`src/rtl/pwm_multi.sv`:
```
// Multi-channel PWM: shared prescaler and period counter, double-buffered period/duty.
// Optional build macro PWM_CENTER_ALIGN_EN selects up/down (center-aligned) counting.
module pwm_multi #(
  parameter int CH      = 4,
  parameter int CNT_W   = 16,
  parameter int PRESC_W = 8
) (
  input  logic                  clk,
  input  logic                  rst_n,
  input  logic                  en,
  input  logic [PRESC_W-1:0]    prescale,
  input  logic [CNT_W-1:0]      period,
  input  logic [CH*CNT_W-1:0]   duty,
  input  logic                  load,
  output logic [CH-1:0]         pwm_out,
  output logic                  cycle_start,
  output logic                  load_ack
);

  logic [PRESC_W-1:0]  psc_r;
  logic [PRESC_W-1:0]  prescale_act_r;
  logic [CNT_W-1:0]    cnt_r;
  logic [CNT_W-1:0]    period_act_r;
  logic [CH*CNT_W-1:0] duty_act_r;
  logic                load_pending_r;
  logic [CNT_W-1:0]    cnt_nxt_s;
  logic                tick_s;
  logic                wrap_s;
  logic                apply_s;
  logic [CH-1:0]       cmp_s;
`ifdef PWM_CENTER_ALIGN_EN
  logic                dir_up_r;
  logic                dir_up_nxt_s;
`endif

  // Prescaler terminal count and shadow-transfer qualification
  always_comb begin
    tick_s  = (psc_r == prescale_act_r);
    apply_s = wrap_s && (load_pending_r || load);
  end

  // Next counter value and wrap detection (cycle boundary)
  always_comb begin
    cnt_nxt_s = cnt_r;
    wrap_s    = 1'b0;
`ifdef PWM_CENTER_ALIGN_EN
    dir_up_nxt_s = dir_up_r;
    if (tick_s) begin
      if (dir_up_r) begin
        if (cnt_r == period_act_r) begin
          // period 0 holds 0 for two ticks; period 1 has no interior down step
          if (period_act_r == {CNT_W{1'b0}}) begin
            dir_up_nxt_s = 1'b0;
            cnt_nxt_s    = {CNT_W{1'b0}};
          end else if (period_act_r == CNT_W'(1)) begin
            wrap_s    = 1'b1;
            cnt_nxt_s = {CNT_W{1'b0}};
          end else begin
            dir_up_nxt_s = 1'b0;
            cnt_nxt_s    = cnt_r - CNT_W'(1);
          end
        end else begin
          cnt_nxt_s = cnt_r + CNT_W'(1);
        end
      end else begin
        if (cnt_r <= CNT_W'(1)) begin
          wrap_s       = 1'b1;
          dir_up_nxt_s = 1'b1;
          cnt_nxt_s    = {CNT_W{1'b0}};
        end else begin
          cnt_nxt_s = cnt_r - CNT_W'(1);
        end
      end
    end else begin
      cnt_nxt_s = cnt_r;
    end
`else
    if (tick_s) begin
      if (cnt_r == period_act_r) begin
        wrap_s    = 1'b1;
        cnt_nxt_s = {CNT_W{1'b0}};
      end else begin
        cnt_nxt_s = cnt_r + CNT_W'(1);
      end
    end else begin
      cnt_nxt_s = cnt_r;
    end
`endif
  end

  // Per-channel compare against the active duty values
  always_comb begin
    cmp_s = {CH{1'b0}};
    for (int i = 0; i < CH; i++) begin
      cmp_s[i] = (cnt_r < duty_act_r[i*CNT_W +: CNT_W]);
    end
  end

  // Counter state, shadow registers and registered outputs
  always_ff @(posedge clk or negedge rst_n) begin
    if (!rst_n) begin
      psc_r          <= {PRESC_W{1'b0}};
      cnt_r          <= {CNT_W{1'b0}};
      prescale_act_r <= {PRESC_W{1'b0}};
      period_act_r   <= {CNT_W{1'b0}};
      duty_act_r     <= {(CH*CNT_W){1'b0}};
      load_pending_r <= 1'b0;
      pwm_out        <= {CH{1'b0}};
      cycle_start    <= 1'b0;
      load_ack       <= 1'b0;
`ifdef PWM_CENTER_ALIGN_EN
      dir_up_r       <= 1'b1;
`endif
    end else if (!en) begin
      // Idle: track inputs so enabling starts straight away with current values
      psc_r          <= {PRESC_W{1'b0}};
      cnt_r          <= {CNT_W{1'b0}};
      prescale_act_r <= prescale;
      period_act_r   <= period;
      duty_act_r     <= duty;
      load_pending_r <= 1'b0;
      pwm_out        <= {CH{1'b0}};
      cycle_start    <= 1'b0;
      load_ack       <= 1'b0;
`ifdef PWM_CENTER_ALIGN_EN
      dir_up_r       <= 1'b1;
`endif
    end else begin
      psc_r       <= tick_s ? {PRESC_W{1'b0}} : psc_r + PRESC_W'(1);
      cnt_r       <= cnt_nxt_s;
      pwm_out     <= cmp_s;
      cycle_start <= wrap_s;
      load_ack    <= apply_s;
`ifdef PWM_CENTER_ALIGN_EN
      dir_up_r    <= dir_up_nxt_s;
`endif
      if (apply_s) begin
        prescale_act_r <= prescale;
        period_act_r   <= period;
        duty_act_r     <= duty;
        load_pending_r <= 1'b0;
      end else if (load) begin
        load_pending_r <= 1'b1;
      end
    end
  end

endmodule

```
`config.mk`:
```
export PLATFORM = sky130hd
export DESIGN_NAME = pwm_multi
export DESIGN_NICKNAME = d
export VERILOG_FILES = /design/src/rtl/pwm_multi.sv
export SDC_FILE = /design/constraint.sdc
export NUM_CORES = 1
export LEC_CHECK = 0
export BUFFER_PORTS_ARGS = -buffer_cell sky130_fd_sc_hd__buf_2
export CAP_MARGIN = 15
export CORE_MARGIN = 4
export CORE_UTILIZATION = 58
export CTS_CLUSTER_DIAMETER = 40
export CTS_CLUSTER_SIZE = 8
export DETAILED_ROUTE_END_ITERATION = 8
export HOLD_SLACK_MARGIN = 0.15
export PLACE_DENSITY = 0.89
export SLEW_MARGIN = 15
export SYNTH_ARGS = -nofsm -noshare
export SYNTH_HDL_FRONTEND = slang
export SYNTH_SLANG_ARGS = --single-unit
```
`constraint.sdc`:
```
create_clock -name clk -period 3.12 [get_ports clk]
set_input_delay 0.468 -clock clk [delete_from_list [all_inputs] [get_ports clk]]
set_output_delay 0.468 -clock clk [all_outputs]
set_load 0.01 [all_outputs]
```
# Word level (Yosys, flattened, before mapping)
# Index checks and enable logic that the tools add are counted.
[word_totals]
regBits = 119
inputBits = 92
output_inout_bits = 6
wordCells = 41
[classes]
addsub = 2
magnitude_cmp = 4
n_eq_ne = 5
muxes = 19
n_reduce_logical = 2
[ops]
columns = ["cell", "count"]
rows = [
  ["two-way mux 64 bit", 2],
  ["two-way mux 16 bit", 5],
  ["less-than comparator 16 bit", 4],
  ["two-way mux 8 bit", 4],
  ["adder 16 x 1 -> 16 bit, second input constant", 1],
  ["equality test 16 bit", 1],
  ["adder 8 x 1 -> 8 bit, second input constant", 1],
  ["equality test 8 bit", 1],
  ["two-way mux 1 bit", 7],
  ["two-way mux 4 bit", 1],
  ["!= test 2 x 1 -> 1 bit, second input constant", 2],
  ["!= test 3 x 1 -> 1 bit, second input constant", 1],
  ["logical AND 1 bit", 1],
  ["logical OR 1 bit", 1],
]

# Depth between registers and ports, before layout
# Gate-level depths: netlist of run 1.
[logic_depth]
word_depth = 6
depth_mapped = 8
mapped_depth_nobuf = 7

# Worst setup path after synthesis of run 1
# Ideal clock, no wire load.
[synth_timing]
kind = "register to register"
startpoint = "register cnt_r[3]"
endpoint = "register duty_act_r[21]"
setup_ns = 0.127
arrival_ns = 2.259
t_required_ns = 2.993
slack_ns = 0.733
path_stages_with_launch = 9
n_path_buf = 3
synth_period_minus_slack_ns = 2.387
path_cell_list = "dfrtp_1 > clkbuf_1 > xor2_1 > nor4_1 > nand4_1 > o31ai_4 > buf_6 > buf_6 > mux2_1"
[synth_between]
elab_chain_cells = 5
[synth_rtl]
columns = ["item", "line", "source"]
rows = [
  ["start: declaration", "22", "logic [CNT_W-1:0] cnt_r;"],
  ["start signal: assignment", "103", "cnt_r <= {CNT_W{1'b0}};"],
  ["start signal: assignment", "117", "cnt_r <= {CNT_W{1'b0}};"],
  ["start signal: assignment", "130", "cnt_r <= cnt_nxt_s;"],
  ["equality test 16 bit", "79", "if (cnt_r == period_act_r) begin"],
  ["two-way mux 1 bit", "79", ""],
  ["two-way mux 1 bit", "78", "if (tick_s) begin"],
  ["logical AND 1 bit", "39", "apply_s = wrap_s && (load_pending_r || load);"],
  ["!= test 2 x 1 -> 1 bit (no source line)", "-", ""],
  ["end signal: assignment", "106", "duty_act_r <= {(CH*CNT_W){1'b0}};"],
  ["end signal: assignment", "120", "duty_act_r <= duty;"],
  ["end signal: assignment", "140", "duty_act_r <= duty;"],
  ["end: declaration", "24", "logic [CH*CNT_W-1:0] duty_act_r;"],
]
# Every way passes these cells.
# A chain may end at the register's enable or synchronous reset.

# Worst setup path in the final report of run 1
[layout_timing]
startpoint = "register cnt_r[3]"
endpoint = "register duty_act_r[45]"
# The elaborated chain is that of the path after synthesis.

==> flow_summary.ini, run 1 <==
[status]
outcome = finished, final reports clean

[grt]
overflow = 0
grt_pass1_wl_um = 27000
grt_usage_pct = 26.3
antenna_found_initial = 0
grt_max_degree = 67
grt_pass1_vias = 5587

[setup_path]
cp.required_ns = 3.42
worstPathMaxFanout = 49
critical_path_class = register to register
rrSetupSlack_ns = 0.48
r2r-end = duty_act_r[45]
worstReg2RegStart = cnt_r[3]
endpoint_kind = register
critPathLaunchType = register
crit_chain = xor2_1 > nor4_1 > nand4_1 > o31ai_4 > buf_12 > mux2_2
ff2ff_path_depth = 6
cp_slowest_cell = dfrtp_1
worstPathArrival_ns = 2.94
max_stage_delay_ns = 0.70

[placement]
place_congestion = 0.859
place_area_um2 = 7290
portBuffers = 97
hpwl_um = 11300
dp_slack_ns = 0.538
dp.cells = 825

[yosys]
synth-edff-count = 0
synthFlopType = dfrtp_1
synth.avg_cell_area_um2 = 11.0
synth_nets = 759
yosysTopAreaCell = dfrtp_1
synth_area_leaders = dfrtp_1 45%, ha_1 12%, mux2_2 12%, inv_1 3.7%, mux2_1 3.4%
synth-seq-cells = 119
synth.distinct_cells = 42
syn-instance-count = 605
synth_area_um2 = 6650
yosysWarningCount = 0
postSynth.asyncResetShare_pct = 100
yosysTopAreaCellShare_pct = 44.8
seq_area_frac_synth_pct = 44.8

[timing]
fin_crit_ns = 2.64
max_freq_mhz = 379
rsz0062_at_grt = no
fin_crit_sh_pct = 84.6
max_slew.worst_pin.slew_ns = 0.728
slew_headroom_pct = 51.5
report.final.slew_viol_count = 0
setup_tns_ns = 0
setup_ws_ns = 0.480
setup_viol = 0
hold_violations = 0
fin_skew_ns = 0.00821

[clocking]
path_clk_slew_ns = 0.06
cts_tree = done
htree_levels = 4
root_buffer = clkbuf_16
postCtsHoldBufs = 1
postCtsSetupBuffers = 0
clk_path_buf_depth = 2
clock_sinks = 119
post_cts_resized = 0
numCtsBuffers = 17
clkLatencyLatePin_ns = 0.42

[drt]
drt-initial-drc-count = 615
ant_nets = 0
routed_via_density = 6.07
drc = 0
num_vias = 5204
finalWirelength_um = 16500
firstDrtPassIters = 7
routedWlPerCell_um = 19.2

[layout]
syn_to_final_growth_pct = 20.1
multi_input_area_um2 = 3290
drive_gt1_share_pct = 29.3
fill_cells = 748
diodes = 0
seqCellArea_um2 = 2980
stdcell_count = 857
fin_area_um2 = 7980
finalNetCount = 859

[power_and_ir_drop]
power.total_mw = 4.52
combinationalPowerShare_pct = 10.7
p_clk_share_pct = 50.3
power_leakage_nw = 3.99
swShare_pct = 22.8
power_report.internal_total_mw = 3.49
p_per_area_nw_per_um2 = 566
p_seq_share_pct = 39.0
power_switching_mw = 1.03
vdd_drop_max_uv = 676

[min_path]
hold_path_class = primary input to register
min_path_cells = 2
hold_start = duty[28]
holdPathEnd = duty_act_r[28]

[die]
die_height_um = 115
start_util_pct = 60.3
ios = 98
design.core.area_um2 = 11000
die_x_um = 115
fp.dieArea_um2 = 13200
rows = 38

[flow_run]
cap_violations = 0
-- layout by cell type, fill, tap and decap left out, types with 7 or more instances in the layout --
cell       synthesis  layout
dfrtp_1          119     119
buf_2              5      96
mux2_2            68      68
inv_1             65      65
ha_1              62      62
nand3_1           34      34
nand4_1           29      29
nand2_1           24      24
a21oi_1           21      21
xor2_1            20      20
mux2_1            20      20
clkbuf_16          0      17
nor2_1            13      13
xnor2_1           10      10
buf_4              2       9
a21o_1             8       8
nor3b_1            8       8
o211ai_1           7       7
bufinv_16          0       7
-- power groups by stage --
stage	combinational [mW]	sequential (mW)	clock (mW)
floorplan	0.305	1.76	0
global placement	0.442	1.78	0
CTS	0.489	1.76	2.29
global route	0.546	1.78	2.36
detailed placement	0.480	1.78	0
finish	0.485	1.76	2.27
-- per-stage QoR --
stage	utilization [%]	hold slack, ns
2_1_floorplan	-	0.172
3_3_place_gp	66.1	0.469
3_5_place_dp	66.1	0.479
4_1_cts	72.4	0.255
5_1_grt	72.4	0.259
6_report	72.4	0.262
-- synthesized netlist by cell type (all sizes together) (6+ instances only) --
cell / instances
a21o: 8
a21oi: 21
buf: 10
clkbuf: 18
dfrtp: 119
ha: 62
inv: 65
mux2: 88
nand2: 24
nand3: 34
nand4: 29
nor2: 13
nor3: 6
nor3b: 8
o211ai: 7
xnor2: 10
xor2: 20
-- worst max-delay path: cells and delay by family, from the launching register on --
kind | cells | cell delay [ns]
flops | 1 | 0.70
compound gates | 1 | 0.39
xor+xnor | 1 | 0.16
simple gates | 2 | 0.55
mux | 1 | 0.39
buf+inv | 1 | 0.30
-- final cells by class --
type | instances | share of cell area, %
Sequential cell | 119 | 37.3
Clock buffer | 18 | 5.38
Inverter | 65 | 3.06
Timing Repair Buffer | 109 | 7.74
Tap cell | 140 | 2.19
Multi-Input combinational cell | 393 | 41.2
Clock inverter | 13 | 3.17
-- worst max path at each step --
stage	cells after the start	start	slack (ns)	to
after floorplan	8	cnt_r[3]	0.73	duty_act_r[21]
after global placement	6	cnt_r[3]	0.62	duty_act_r[55]
after detailed placement	6	cnt_r[3]	0.54	duty_act_r[45]
after CTS	6	cnt_r[3]	0.52	duty_act_r[10]
after global routing	6	cnt_r[3]	0.32	duty_act_r[19]
final	6	cnt_r[3]	0.48	duty_act_r[45]
-- flip-flops by register name, indices dropped and copies added (netlist names) --
signal / count
pwm_out: 4
load_pending_r: 1
duty_act_r: 64
cycle_start: 1
psc_r: 8
prescale_act_r: 8
cnt_r: 16
period_act_r: 16
load_ack: 1
-- layer usage --
| layer | vias to the layer above | global-route usage (%) | wire [µm] |
|---|---|---|---|
| li1 | 2354 | - | - |
| met4 | 0 | 12.4 | 477 |
| met2 | 267 | 44.0 | 8070 |
| met3 | 50 | 5.95 | 1330 |
| met1 | 2533 | 32.4 | 6600 |
| met5 | - | 0 | 0 |
-- cells by family after synthesis --
group,after synthesis,share of synthesized area [%]
xor+xnor,30,3.95
flops,119,44.8
simple gates,151,12.6
fa+ha+maj,62,11.7
mux,89,15.1
compound gates,61,6.17
buf+inv,93,5.80
No activity file was read; power rests on OpenSTA's default activity.
==> run 2, diff against run 1 <==
--- a/config.mk
+++ b/config.mk
@@ -8,12 +8,12 @@
 export BUFFER_PORTS_ARGS = -buffer_cell sky130_fd_sc_hd__buf_2
 export CAP_MARGIN = 15
 export CORE_MARGIN = 4
-export CORE_UTILIZATION = 58
+export CORE_UTILIZATION = 52
 export CTS_CLUSTER_DIAMETER = 40
 export CTS_CLUSTER_SIZE = 8
 export DETAILED_ROUTE_END_ITERATION = 8
 export HOLD_SLACK_MARGIN = 0.15
-export PLACE_DENSITY = 0.89
+export PLACE_DENSITY = 0.85
 export SLEW_MARGIN = 15
 export SYNTH_ARGS = -nofsm -noshare
 export SYNTH_HDL_FRONTEND = slang
==> constraint.sdc (replaced) <==
create_clock -name clk -period 2.25 [get_ports clk]
set_input_delay 0.3375 -clock clk [delete_from_list [all_inputs] [get_ports clk]]
set_output_delay 0.3375 -clock clk [all_outputs]
set_load 0.01 [all_outputs]
==> run 2 against run 1 <==
Compared with the run above:
- the run now ends with negative setup slack left
- power grew 41%
- sequential share of layout area down 4.6 points
- first-iteration DRC count is 19% lower
- non-clock buffer count is 97 higher
- cell count up 15%
- fmax up 12%
- combinational power is 82% higher
- wire length up 15%
- clock power up 34%
==> flow_summary.ini, run 2 (synthesis gave the netlist of run 1 again) <==
[layout]
diodes = 0
finalCoreUtilization_pct = 72.5
fin_area_um2 = 9110
fill_cells = 782
mostFrequentLayoutCell = dfrtp_1
reg_top3 = duty_act_r: 64 flops, cnt_r: 16 flops, period_act_r: 16 flops
finalNetCount = 956
drive_gt1_share_pct = 31.2
seqCellArea_um2 = 2980
syn_to_final_growth_pct = 37.0
largest_register = duty_act_r
stdcell_count = 987
final_cell_mix = 119 x dfrtp_1, 96 x buf_2, 69 x dlygate4sd3_1, 65 x inv_1, 62 x ha_1
multi_input_area_um2 = 3400
largest_reg_flops = 64

[setup_path]
cp_slowest_cell = dfrtp_1
critPathLaunchType = register
endpoint_kind = register
cp.required_ns = 2.56
worstPathArrival_ns = 2.67
crit_chain = xor2_1 > nor4_2 > nand4_1 > o31ai_4 > buf_4 > clkbuf_16 > mux2_2
critical_path_class = register to register
max_stage_delay_ns = 0.42
worstPathMaxFanout = 12

[timing]
max_freq_mhz = 423
setup_ws_ns = -0.113
hold_violations = 0
fin_skew_ns = 0.00795
setup_tns_ns = -5.98
slew_headroom_pct = 69.6
fin_crit_sh_pct = 105
max_slew.worst_pin.slew_ns = 0.456
rsz0062_at_grt = yes
fin_crit_ns = 2.36
setup_viol = 88
report.final.slew_viol_count = 0

[die]
rows = 41
ios = 98
start_util_pct = 52.9
design.core.area_um2 = 12600
fp.dieArea_um2 = 14700
die_height_um = 121
die_x_um = 121

[clocking]
cts_tree = done
clkLatencyLatePin_ns = 0.43
numCtsBuffers = 17
htree_levels = 4
clk_path_buf_depth = 2
root_buffer = clkbuf_16
path_clk_slew_ns = 0.06
clock_sinks = 119

[grt]
antenna_found_initial = 0
grt_max_degree = 72
overflow = 0
grt_usage_pct = 25.6
grt_pass1_vias = 5836
grt_pass1_wl_um = 28900

[power_and_ir_drop]
power_leakage_nw = 4.56
vdd_drop_max_uv = 591
p_per_area_nw_per_um2 = 699

[placement]
dp.cells = 877
dp_slack_ns = -0.219
place_congestion = 0.887
place_area_um2 = 7530
portBuffers = 97
hpwl_um = 11700

[drt]
drc = 0
num_vias = 5591
finalWirelength_um = 19000
ant_nets = 0
drt-initial-drc-count = 499
routedWlPerCell_um = 19.3
routed_via_density = 5.66
firstDrtPassIters = 5

[status]
outcome = complete, but fails checks
failed_checks = negative setup slack

[flow_run]
cap_violations = 0

[min_path]
hold_path_class = primary input to register
## run 2: cell count changes in the layout (fill, tap and decap cells not counted), moves of 12 or more
cell,before,now
mux2_1,20,8
buf_4,9,31
dlygate4sd3_1,1,69
mux2_4,0,29
mux2_2,68,51
## run 2: repair_timing
action                     CTS  global route
setup endpoints to repair   88            88
cloned                       1             4
hold buffers                59            10
buffers inserted             3             1
hold endpoints to repair   177            10
pin swaps                    0             2
resized for setup            9            14
## run 2: layer usage
layer	vias up	GRT usage [%]	wire length, µm
met5	-	0	0
met4	0	11.7	687
met3	72	6.99	1300
met2	236	42.2	9440
met1	2735	31.5	7600
li1	2548	-	-
## run 2: final timing paths
| kind | slack (ns) | end | startpoint | cells past startpoint |
|---|---|---|---|---|
| worst min-delay path | 0.16 | duty_act_r[9] | duty[9] | 2 |
| min in group asynchronous | 0.48 | duty_act_r[53] | rst_n | 3 |
| worst max register to register | -0.11 | duty_act_r[5] | cnt_r[7] | 7 |
| worst max-delay path | -0.11 | duty_act_r[5] | cnt_r[7] | 7 |
| max in group asynchronous | 1.40 | period_act_r[11] | rst_n | 3 |
| worst min register to register | 0.50 | duty_act_r[34] | duty_act_r[34] | 1 |
## run 2: critical path: cells and delay by family (launching register included)
kind	cells	cell delay (ns)
compound gates	1	0.28
buf+inv	2	0.43
simple gates	2	0.59
mux	1	0.34
flops	1	0.42
xor+xnor	1	0.19
## run 2: layout make-up
cell class	instances	share of cell area [%]
Timing Repair Buffer	206	17.7
Clock buffer	18	4.82
Sequential cell	119	32.7
Multi-Input combinational cell	393	37.3
Inverter	65	2.68
Clock inverter	14	2.45
Tap cell	172	2.36
## run 2: where the power goes
part           total, mW  switching [mW]  internal [mW]
clock               3.04            1.04           2.00
combinational      0.882           0.394          0.488
sequential          2.44           0.124           2.32
total               6.37            1.56           4.81
## run 2: metrics by stage
step	total power, mW	hold WS (ns)
after CTS	6.32	0.150
after global placement	3.11	0.344
after detailed placement	3.17	0.355
after floorplan	2.88	0.0419
final	6.37	0.156
after global routing	6.62	0.148
